$ cat config.mk
export PLATFORM = sky130hd
export DESIGN_NAME = alu_issue_unit
export DESIGN_NICKNAME = d
export VERILOG_FILES = /design/src/rtl/alu_issue_unit.sv
export SDC_FILE = /design/constraint.sdc
export NUM_CORES = 1
export LEC_CHECK = 0
export CAP_MARGIN = 20
export CORE_UTILIZATION = 45
export DETAILED_ROUTE_END_ITERATION = 7
export PLACE_DENSITY_LB_ADDON = 0.3
export SYNTH_ARGS = -nofsm -noshare
export SYNTH_HDL_FRONTEND = slang
export SYNTH_SLANG_ARGS = --single-unit
$ cat constraint.sdc
create_clock -name clk -period 21.5 [get_ports clk]
set_clock_uncertainty 0.2 [all_clocks]
set_input_delay 4.3 -clock clk [delete_from_list [all_inputs] [get_ports clk]]
set_output_delay 4.3 -clock clk [all_outputs]
set_load 0.05 [all_outputs]
$ cat src/rtl/alu_issue_unit.sv
`timescale 1ns/1ps
// alu_issue_unit: single-issue operand fetch and writeback controller in front of a clocked ALU.
// One instruction is in flight at a time; an 8x32 register file supplies operands and takes results.
module alu_issue_unit #(
   parameter int ALU_LAT = 1
) (
   input  logic        clk,
   input  logic        rst,
   input  logic [18:0] instr_in,
   input  logic        instr_valid,
   output logic        instr_ready,
   output logic [4:0]  alu_instruction,
   output logic [31:0] alu_num1,
   output logic [31:0] alu_num2,
   input  logic [31:0] alu_result,
   input  logic [3:0]  alu_flags,
   output logic [3:0]  flags_q,
   output logic        done,
   output logic        illegal,
   input  logic [2:0]  dbg_addr,
   output logic [31:0] dbg_data
);

   localparam logic [1:0] S_IDLE  = 2'd0;
   localparam logic [1:0] S_ISSUE = 2'd1;
   localparam logic [1:0] S_EXEC  = 2'd2;
   localparam logic [1:0] S_WB    = 2'd3;

   localparam logic [4:0] OP_NOP = 5'd0;
   localparam logic [4:0] OP_MAX = 5'd18;
   localparam logic [4:0] OP_CMP = 5'd18;

   localparam int CNT_W = $clog2(ALU_LAT + 1);

   logic [1:0]       state_q, state_d;
   logic [18:0]      instr_q, instr_d;
   logic [CNT_W-1:0] cnt_q, cnt_d;
   logic [4:0]       alu_op_q, alu_op_d;
   logic [31:0]      num1_q, num1_d;
   logic [31:0]      num2_q, num2_d;
   logic [3:0]       flags_d;
   logic             done_q, done_d;
   logic             illegal_q, illegal_d;
   logic             wb_en;
   logic [31:0]      rf_q [8];

   logic [4:0] op_in;
   logic [4:0] op_q;
   logic       imm_sel_q;
   logic [2:0] rd_q, rn_q, rm_q;
   logic [6:0] imm7_q;

   assign op_in     = instr_in[18:14];
   assign op_q      = instr_q[18:14];
   assign imm_sel_q = instr_q[13];
   assign rd_q      = instr_q[12:10];
   assign rn_q      = instr_q[9:7];
   assign rm_q      = instr_q[2:0];
   assign imm7_q    = instr_q[6:0];

   // NOTE: every signal gets a default at the top so no path through the case infers a latch.
   always_comb begin
      state_d   = state_q;
      instr_d   = instr_q;
      cnt_d     = cnt_q;
      alu_op_d  = alu_op_q;
      num1_d    = num1_q;
      num2_d    = num2_q;
      flags_d   = flags_q;
      done_d    = 1'b0;
      illegal_d = 1'b0;
      wb_en     = 1'b0;

      case (state_q)
         S_IDLE: begin
            if (instr_valid) begin
               instr_d = instr_in;
               if (op_in == OP_NOP) begin
                  done_d = 1'b1;
               end else if (op_in > OP_MAX) begin
                  illegal_d = 1'b1;
               end else begin
                  state_d = S_ISSUE;
               end
            end
         end
         S_ISSUE: begin
            alu_op_d = op_q;
            num1_d   = rf_q[rn_q];
            num2_d   = imm_sel_q ? {25'd0, imm7_q} : rf_q[rm_q];
            cnt_d    = CNT_W'(ALU_LAT);
            state_d  = S_EXEC;
         end
         S_EXEC: begin
            cnt_d = cnt_q - CNT_W'(1);
            if (cnt_q == CNT_W'(1)) begin
               state_d = S_WB;
            end
         end
         S_WB: begin
            // CMP updates only the status flags.
            flags_d = alu_flags;
            wb_en   = (op_q != OP_CMP);
            done_d  = 1'b1;
            state_d = S_IDLE;
         end
         default: state_d = S_IDLE;
      endcase
   end

   // NOTE: sequential state uses non-blocking assignments so every flop samples pre-edge values.
   always_ff @(posedge clk or posedge rst) begin
      if (rst) begin
         state_q   <= S_IDLE;
         instr_q   <= '0;
         cnt_q     <= '0;
         alu_op_q  <= '0;
         num1_q    <= '0;
         num2_q    <= '0;
         flags_q   <= '0;
         done_q    <= 1'b0;
         illegal_q <= 1'b0;
      end else begin
         state_q   <= state_d;
         instr_q   <= instr_d;
         cnt_q     <= cnt_d;
         alu_op_q  <= alu_op_d;
         num1_q    <= num1_d;
         num2_q    <= num2_d;
         flags_q   <= flags_d;
         done_q    <= done_d;
         illegal_q <= illegal_d;
      end
   end

   // NOTE: the register file is reset because software expects every register to read zero after reset.
   always_ff @(posedge clk or posedge rst) begin
      if (rst) begin
         for (int i = 0; i < 8; i++) begin
            rf_q[i] <= '0;
         end
      end else if (wb_en) begin
         rf_q[rd_q] <= alu_result;
      end
   end

   assign instr_ready     = (state_q == S_IDLE);
   assign alu_instruction = alu_op_q;
   assign alu_num1        = num1_q;
   assign alu_num2        = num2_q;
   assign done            = done_q;
   assign illegal         = illegal_q;
   assign dbg_data        = rf_q[dbg_addr];

endmodule

# [After elaboration in Yosys (flattened, before gate mapping)]
# Cells that the tools add are included.
[classes] n_addsub=1 order_cmp=6 n_eq_ne=8 muxes=27 bitwise=4 n_reduce_logical=6
[ops] op="32-bit binary-select mux with 3-bit select" count=3
[ops] op="256-bit bitwise mux" count=1
[ops] op="32-bit two-way mux" count=8
[ops] op="32-bit demux with 3-bit select" count=1
[ops] op="4-bit >= comparator, second input constant" count=4
[ops] op="3-bit NOT with 4-bit output" count=4
[ops] op="2-bit two-way mux" count=4
[ops] op="2-bit != test, second input constant" count=4
[ops] op="2-bit one-hot mux with 4 select lines" count=1
[ops] op="1-bit two-way mux" count=7
[ops] op="5-bit > comparator, second input constant" count=1
[ops] op="5-bit logical NOT" count=1
[ops] op="5-bit != test, second input constant" count=1
[ops] op="2-bit equality test, second input constant" count=2
[ops] op="4-bit by 1-bit < comparator with 1-bit output, second input constant" count=1
[ops] op="1-bit one-hot mux with 2 select lines" count=2
[ops] op="4-bit AND reduction" count=1
[ops] op="2-bit by 1-bit equality test with 1-bit output, second input constant" count=1
[ops] op="2-bit logical NOT" count=1
[ops] op="2-bit AND reduction" count=1
[ops] op="2-bit nonzero test" count=1
[ops] op="1-bit logical AND" count=1
[ops] op="1-bit subtractor, second input constant" count=1
[word_totals] register_bits=353 in_bits=61 output_inout_bits=108 elab_cells=69

# [Logic depth before layout (Yosys ltp)]
# Gate-level depths: netlist of the first run.
[logic_depth] depth_word=6 mapped_depth=7 ltp_nobuf=6

# [Worst setup path after synthesis of the first run]
# OpenSTA, ideal clock, no wires.
[synth_path] path_type="input port to output port" start="input port dbg_addr[0]" end="output port dbg_data[0]" arrival_time_ns=5.723 slack_ns=11.277 stages=4 cell_sequence="buf_2 buf_2 mux4_2 mux2_2"
[synth_between] elab_chain_cells=4
[synth_rtl] item="start, declared" line_no="20" text="input logic [2:0] dbg_addr,"
[synth_rtl] item="3-bit NOT with 4-bit output (implied by the code)" line_no="153" text="assign dbg_data = rf_q[dbg_addr];"
[synth_rtl] item="32-bit binary-select mux with 3-bit select" line_no="153"
[synth_rtl] item="32-bit two-way mux (implied by the code) (2 in a row)" line_no="153"
[synth_rtl] item="end, declared" line_no="21" text="output logic [31:0] dbg_data"
# Every way passes these cells. The select of a mux whose other input is x is not followed.

# [Worst setup path in the final report of the first run]
[layout_path] start="input port dbg_addr[0]" end="output port dbg_data[30]"
# The elaborated chain is that of the path after synthesis.

==> impl_metrics.yaml, run 1 <==
timing:
  fin_tns_setup_ps: 0
  timing.final.crit_share_pct: 54.18
  post-route-min-period_ps: 11650
  slew_headroom_pct: 28.36
  hold_viol: 0
  tightest_slew_ps: 1075
  slew_viol_final: 0
  finalWorstSetupSlack_ps: 9851
  setup_viol: 0
  max_freq_mhz: 85.84
  rsz0062_at_grt: "false"
global_routing:
  grtUsageMet1_pct: 32.94
  grt_max_degree: 107
  busiest_layer: "met2"
  grt_pass1_vias: 13091
  overflow: 0
  grt_pass1_wl_um: 79040
  met3_usage_pct: 3.592
  antenna_found_initial: 3
  grtUsageTotal_pct: 23.72
  grt_use_met2_pct: 37.82
die:
  rows: 75
  dieArea_um2: 43640
  die_x_um: 208.9
  chipHeight_um: 208.9
  initial_utilization_pct: 45.82
  io_pins: 169
  coreArea_um2: 42040
synthesis:
  postSynthCellCount: 1354
  synth_seq_cells: 353
  synth_flop_cell: "dfrtp_1"
  avgSynthCellArea_um2: 14.23
  synth.cell_area_um2: 19260
  syn-num-nets: 1419
  ys_seq_area_share_pct: 45.86
  synthDistinctLibCells: 41
  synth_warnings: 0
  async_flop_share_pct: 100.0
  synth_edf_count: 0
layout:
  fin_cells: 2049
  post-route-util_pct: 53.51
  drive_gt1_share_pct: 35.88
  num-nets-final: 1549
  fin_area_um2: 22500
  n_fill_cell: 3490
  area_growth_pct: 16.79
drt:
  ant_nets: 0
  vias: 12467
  drt_iter0_drc: 899
  viasPerCell: 6.084
  totalWireLength_um: 50370
  drt-wirelength-per-cell_um: 24.58
  drc: 0
  drtPass1Iterations: 5
power:
  power_density_nw_per_um2: 178.8
  p_leak_nw: 9.449
  ir_worst_vdd_uv: 81.76
clock_tree:
  postCtsSetupRepairBufs: 0
  tritoncts: "built"
  htree_levels: 2
  insertion_delay_ps: 550
  clk_pin_slew_ps: 50
  cts-buffers-inserted: 40
  cts_root_buf: "clkbuf_16"
  cts_resized: 0
  clock-sinks: 353
  cts_buffer_depth: 3
  postCtsHoldBufs: 0
setup_path:
  cp_common_cell: "buf_4"
  crit_cells: 5
  worstPathMaxFanout: 46
  path_cells: "buf_4 > buf_4 > mux4_2 > mux2_2 > clkdlybuf4s50_1"
  worst-r2r-cell-count: 6
  cp-start-kind: "input pin"
  worstPathRequired_ps: 17000
  critical_path_class: "input pin to output port"
  crit_family: "buffers and inverters"
  cp_slowest_stage_delay_ps: 850
  worst-path-buf-inv: 3
  worstPathArrival_ps: 7150
  worstSetupEndpointType: "output port"
  crit_path_top_delay_cell: "buf_4"
place:
  place_area_um2: 21260
  hpwl_um: 29660
  pre_cts_ws_ps: 9763
  gp_congestion: 0.7981
  dpl.cell_count: 1981
  io_buffers: 168
run_status:
  status: "finished, final reports clean"
worst_hold_path:
  hold_path.class: "flip-flop to flip-flop"
  hold_path_depth: 2
flow_run:
  cap_violations: 0
[cells in the final DEF, fill, tap and decap left out, types with 3 or more instances in the layout]
cell             instances
clkinv_2                 3
clkbuf_16               41
nor2_1                  39
mux2i_1                150
mux2_4                  20
nor4b_4                  4
buf_4                   31
and2_1                   3
mux2_1                  14
mux2_2                 282
mux4_2                 132
a22oi_1                 54
nand3_1                 10
clkbuf_8                 7
o21ai_0                 10
a21oi_1                 34
nor2b_1                  7
inv_1                   30
clkbuf_1                12
o211ai_1                 3
ha_1                     3
o22ai_1                 26
dfrtp_1                349
nand2_1                 43
clkdlybuf4s50_1        165
[cells by family (layout without fill, tap and decap cells)]
kind of cell,count (synthesis),in the layout,synth area share (%)
other,0,2,0
flip-flops,353,353,45.86
buffers and inverters,141,295,3.787
AO/OA/AOI/OAI,135,135,4.540
multiplexers,598,598,42.09
adder cells (fa/ha/maj),4,4,0.2598
AND/OR/NAND/NOR,123,123,3.462
[metal layers]
metal	vias to the layer above	wire length, µm
li1	5412	-
met1	6608	22040
met2	352	24260
met3	93	2510
met4	2	1543
met5	-	11
[where the power goes]
part / internal (mW) / leakage [nW] / switching [mW] / total [mW]
Clock: 0.384 / 0.596 / 0.272 / 0.656
Combinational: 0.994 / 4.50 / 1.04 / 2.04
Sequential: 0.992 / 4.35 / 0.338 / 1.33
[metrics by stage]
stage / hold WS (ps) / power, mW
floorplan: 256.3 / 2.788
global placement: 284.1 / 3.330
detailed placement: 296.0 / 3.375
CTS: 308.6 / 4.044
global route: 333.0 / 4.245
finish: 299.6 / 4.022
[path summary, 6_finish.rpt]
path                                         start  slack (ps)                 endpoint
setup / recovery                       dbg_addr[0]        9850             dbg_data[30]
hold / removal             instr_q[18]$_DFFE_PP0P_         300  instr_q[18]$_DFFE_PP0P_
setup reg to reg            instr_q[1]$_DFFE_PP0P_       18000  alu_num2[0]$_DFFE_PP0N_
hold reg to reg            instr_q[18]$_DFFE_PP0P_         300  instr_q[18]$_DFFE_PP0P_
max in group asynchronous                      rst       14880     rf_q[75]$_DFFE_PP0P_
min in group asynchronous                      rst        4110     rf_q[72]$_DFFE_PP0P_
[worst register-to-register path: stages (launching register included)]
cell	delay, ps
dfrtp_4	710
buf_4	690
buf_4	840
mux4_2	470
nor2b_1	160
o221ai_1	170
o21ai_0	120
[synthesized netlist by cell type (2+ instances only)]
master	number	share of area, %
ha_1	4	0.26
buf_6	19	1.1
mux2_1	14	0.82
buf_4	3	0.12
o21ai_0	10	0.26
nor4b_4	4	0.49
mux2_2	282	16
o22ai_1	26	0.84
nor2b_1	9	0.29
buf_1	5	0.097
buf_2	37	0.96
nor2_1	40	0.78
and2_1	3	0.097
clkbuf_1	46	0.90
nor4_4	2	0.22
o211ai_1	3	0.12
or2_2	2	0.065
nand3_1	10	0.26
nand2b_1	3	0.097
a211oi_1	2	0.078
mux4_2	132	15
a22oi_1	54	2.1
a21oi_1	34	0.88
mux2i_1	150	7.8
dfrtp_1	353	46
nand2_1	43	0.84
mux2_4	20	1.6
inv_1	31	0.60
[sequential cells by signal, summed over array words and instances, names as in the netlist]
signal and flops:
state_q 2, alu_num2 32, alu_num1 32, instr_q 19, done 1, illegal 1, flags_q 4, cnt_q 1
rf_q 256, alu_instruction 5
[cell type report]
class / count / area (µm²) / share of cell area [%]
antenna: 2 / 5.005 / 0.02225
inverter: 31 / 123.9 / 0.5506
clock inverter: 6 / 60.06 / 0.2670
tap: 539 / 674.4 / 2.998
timing repair buffer: 198 / 1894 / 8.420
multi-input combinational: 860 / 9728 / 43.24
sequential: 353 / 8843 / 39.31
clock buffer: 60 / 1167 / 5.189
(Power assumes the default switching activity.)
==> run 2: changes to the inputs <==
==> constraint.sdc (replaced) <==
create_clock -name clk -period 10.5 [get_ports clk]
set_clock_uncertainty 0.2 [all_clocks]
set_input_delay 2.1 -clock clk [delete_from_list [all_inputs] [get_ports clk]]
set_output_delay 2.1 -clock clk [all_outputs]
set_load 0.05 [all_outputs]
==> run 2 against run 1 <==
  * Cell count about the same
  * Register-to-register slack got worse by 11000 ps
  * Cell area increased by 0.68%
  * Global-route usage increased by 0.17 points
  * Sequential power increased by 110%
  * Die area unchanged
  * Worst hold slack improved by 4.8 ps
  * Count of clock-buffer cells in the layout increased by 6
  * Power increased by 110%
  * Sequential share of layout area decreased by 0.26 points
  * Sequential cell count unchanged
  * Wire length increased by 1.1%
==> impl_metrics.yaml, run 2 (synthesis results as in run 1) <==
drt:
  drt-wirelength-per-cell_um: 24.82
  ant_nets: 0
  drc: 0
  viasPerCell: 6.141
  drtPass1Iterations: 5
  totalWireLength_um: 50910
  vias: 12595
  drt_iter0_drc: 1038
timing:
  hold_viol: 0
  finalWorstSetupSlack_ps: 3238
  setup_viol: 0
  max_freq_mhz: 137.7
  tightest_slew_ps: 1112
  timing.final.crit_share_pct: 69.16
  slew_headroom_pct: 25.84
  post-route-min-period_ps: 7262
  fin_tns_setup_ps: 0
  rsz0062_at_grt: "false"
  whs_ps: 304.4
  slew_viol_final: 0
power:
  swShare_pct: 40.66
  pwr-share-comb_pct: 49.0
  seqPwrFrac_pct: 33.4
  p_int_mw: 4.957
  ir_worst_vdd_uv: 164.5
  power.share.clock_pct: 17.6
  netSwitchingPower_mw: 3.396
  power_density_nw_per_um2: 368.8
  p_leak_nw: 9.521
setup_path:
  crit_family: "buffers and inverters"
  critical_path_class: "input pin to output port"
  worstSetupEndpointType: "output port"
  worst-path-buf-inv: 3
  worst-r2r-cell-count: 5
  cp_slowest_stage_delay_ps: 730
  crit_path_top_delay_cell: "buf_4"
  worstPathMaxFanout: 36
  cp-start-kind: "input pin"
  cp_common_cell: "buf_4"
  path_cells: "buf_4 > buf_4 > mux4_2 > mux2_2 > clkdlybuf4s50_1"
  worstPathArrival_ps: 4960
  crit_cells: 5
  worstPathRequired_ps: 8200
global_routing:
  antenna_found_initial: 2
  grt_pass1_vias: 13207
  overflow: 0
  grtUsageTotal_pct: 23.89
  grt_max_degree: 168
  grt_pass1_wl_um: 79820
flow_run:
  cap_violations: 0
die:
  die_x_um: 208.9
  io_pins: 169
  rows: 75
  chipHeight_um: 208.9
  coreArea_um2: 42040
  dieArea_um2: 43640
  initial_utilization_pct: 45.82
run_status:
  status: "finished, final reports clean"
layout:
  regMostFlops: "rf_q"
  largest_reg_flops: 256
  area_growth_pct: 17.58
  num-nets-final: 1546
  drive_gt1_share_pct: 36.20
  fin_cells: 2051
  final_cell_mix: "349 x dfrtp_1, 282 x mux2_2, 165 x clkdlybuf4s50_1"
  layout_commonest_cell: "dfrtp_1"
  fin_area_um2: 22650
clock_tree:
  cts-buffers-inserted: 42
  htree_levels: 2
  postCtsHoldBufs: 0
  insertion_delay_ps: 560
  cts_buffer_depth: 3
  clock-sinks: 353
  clk_pin_slew_ps: 50
  cts_root_buf: "clkbuf_16"
  postCtsSetupRepairBufs: 0
  tritoncts: "built"
  cts_resized: 0
place:
  gp_congestion: 0.7675
  hpwl_um: 29120
  place_area_um2: 21250
  pre_cts_ws_ps: 3176
  dpl.cell_count: 1976
  io_buffers: 168
worst_hold_path:
  hold_path_depth: 1
  hold_path.class: "flip-flop to flip-flop"
## run 2: cell count changes in the layout (fill, tap and decap cells not counted)
cell	before	now
clkbuf_1	12	9
buf_4	31	24
inv_8	1	0
bufinv_16	1	2
diode_2	2	1
clkinv_2	3	4
inv_6	0	1
clkbuf_16	41	43
buf_12	0	2
clkbuf_8	7	14
## run 2: worst paths after layout
path	startpoint	to	slack, ps
min in group asynchronous	rst	rf_q[72]$_DFFE_PP0P_	1930
hold reg to reg	instr_q[3]$_DFFE_PP0P_	instr_q[3]$_DFFE_PP0P_	300
setup reg to reg	instr_q[1]$_DFFE_PP0P_	alu_num2[0]$_DFFE_PP0N_	7160
hold / removal	instr_q[3]$_DFFE_PP0P_	instr_q[3]$_DFFE_PP0P_	300
setup / recovery	dbg_addr[0]	dbg_data[15]	3240
max in group asynchronous	rst	rf_q[24]$_DFFE_PP0P_	6740
## run 2: per-layer routing
layer / routed length, µm / part of all wire (%) / GRT usage, %
met4: 1207 / 2.4 / 7.277
met3: 3240 / 6.4 / 4.809
met2: 24380 / 48 / 38.49
met5: 12 / 0.024 / 0
met1: 22070 / 43 / 32.63
## run 2: worst reg2reg max path, stage by stage, from the launching register on
cell and delay (ps):
dfrtp_4 1050, buf_4 1000, mux4_2 430, nor2b_1 140
o221ai_1 230, o21ai_0 140
## run 2: per-stage QoR
step,utilization (%),power (mW)
6_report,53.87,8.353
5_1_grt,53.87,8.815
4_1_cts,53.87,8.403
3_5_place_dp,50.54,6.899
3_3_place_gp,50.54,6.800
2_1_floorplan,-,5.709
## run 2: area by class of cell
cell class / count / area [µm²]
repair buffers: 193 / 1882
clock inverters: 8 / 96.34
diodes: 1 / 2.502
well taps: 539 / 674.4
flip-flops and latches: 353 / 8843
multi-input cells: 860 / 9728
clock buffers: 66 / 1303
inverters: 31 / 120.1
fillers: 3520 / 19390
## run 2: power by group through the flow
stage               Sequential (mW)  Clock (mW)  Combinational, mW
floorplan                      2.89           0               2.82
global placement               2.76           0               4.04
detailed placement             2.80           0               4.10
CTS                            2.78        1.50               4.12
global route                   2.90        1.56               4.36
finish                         2.79        1.47               4.09
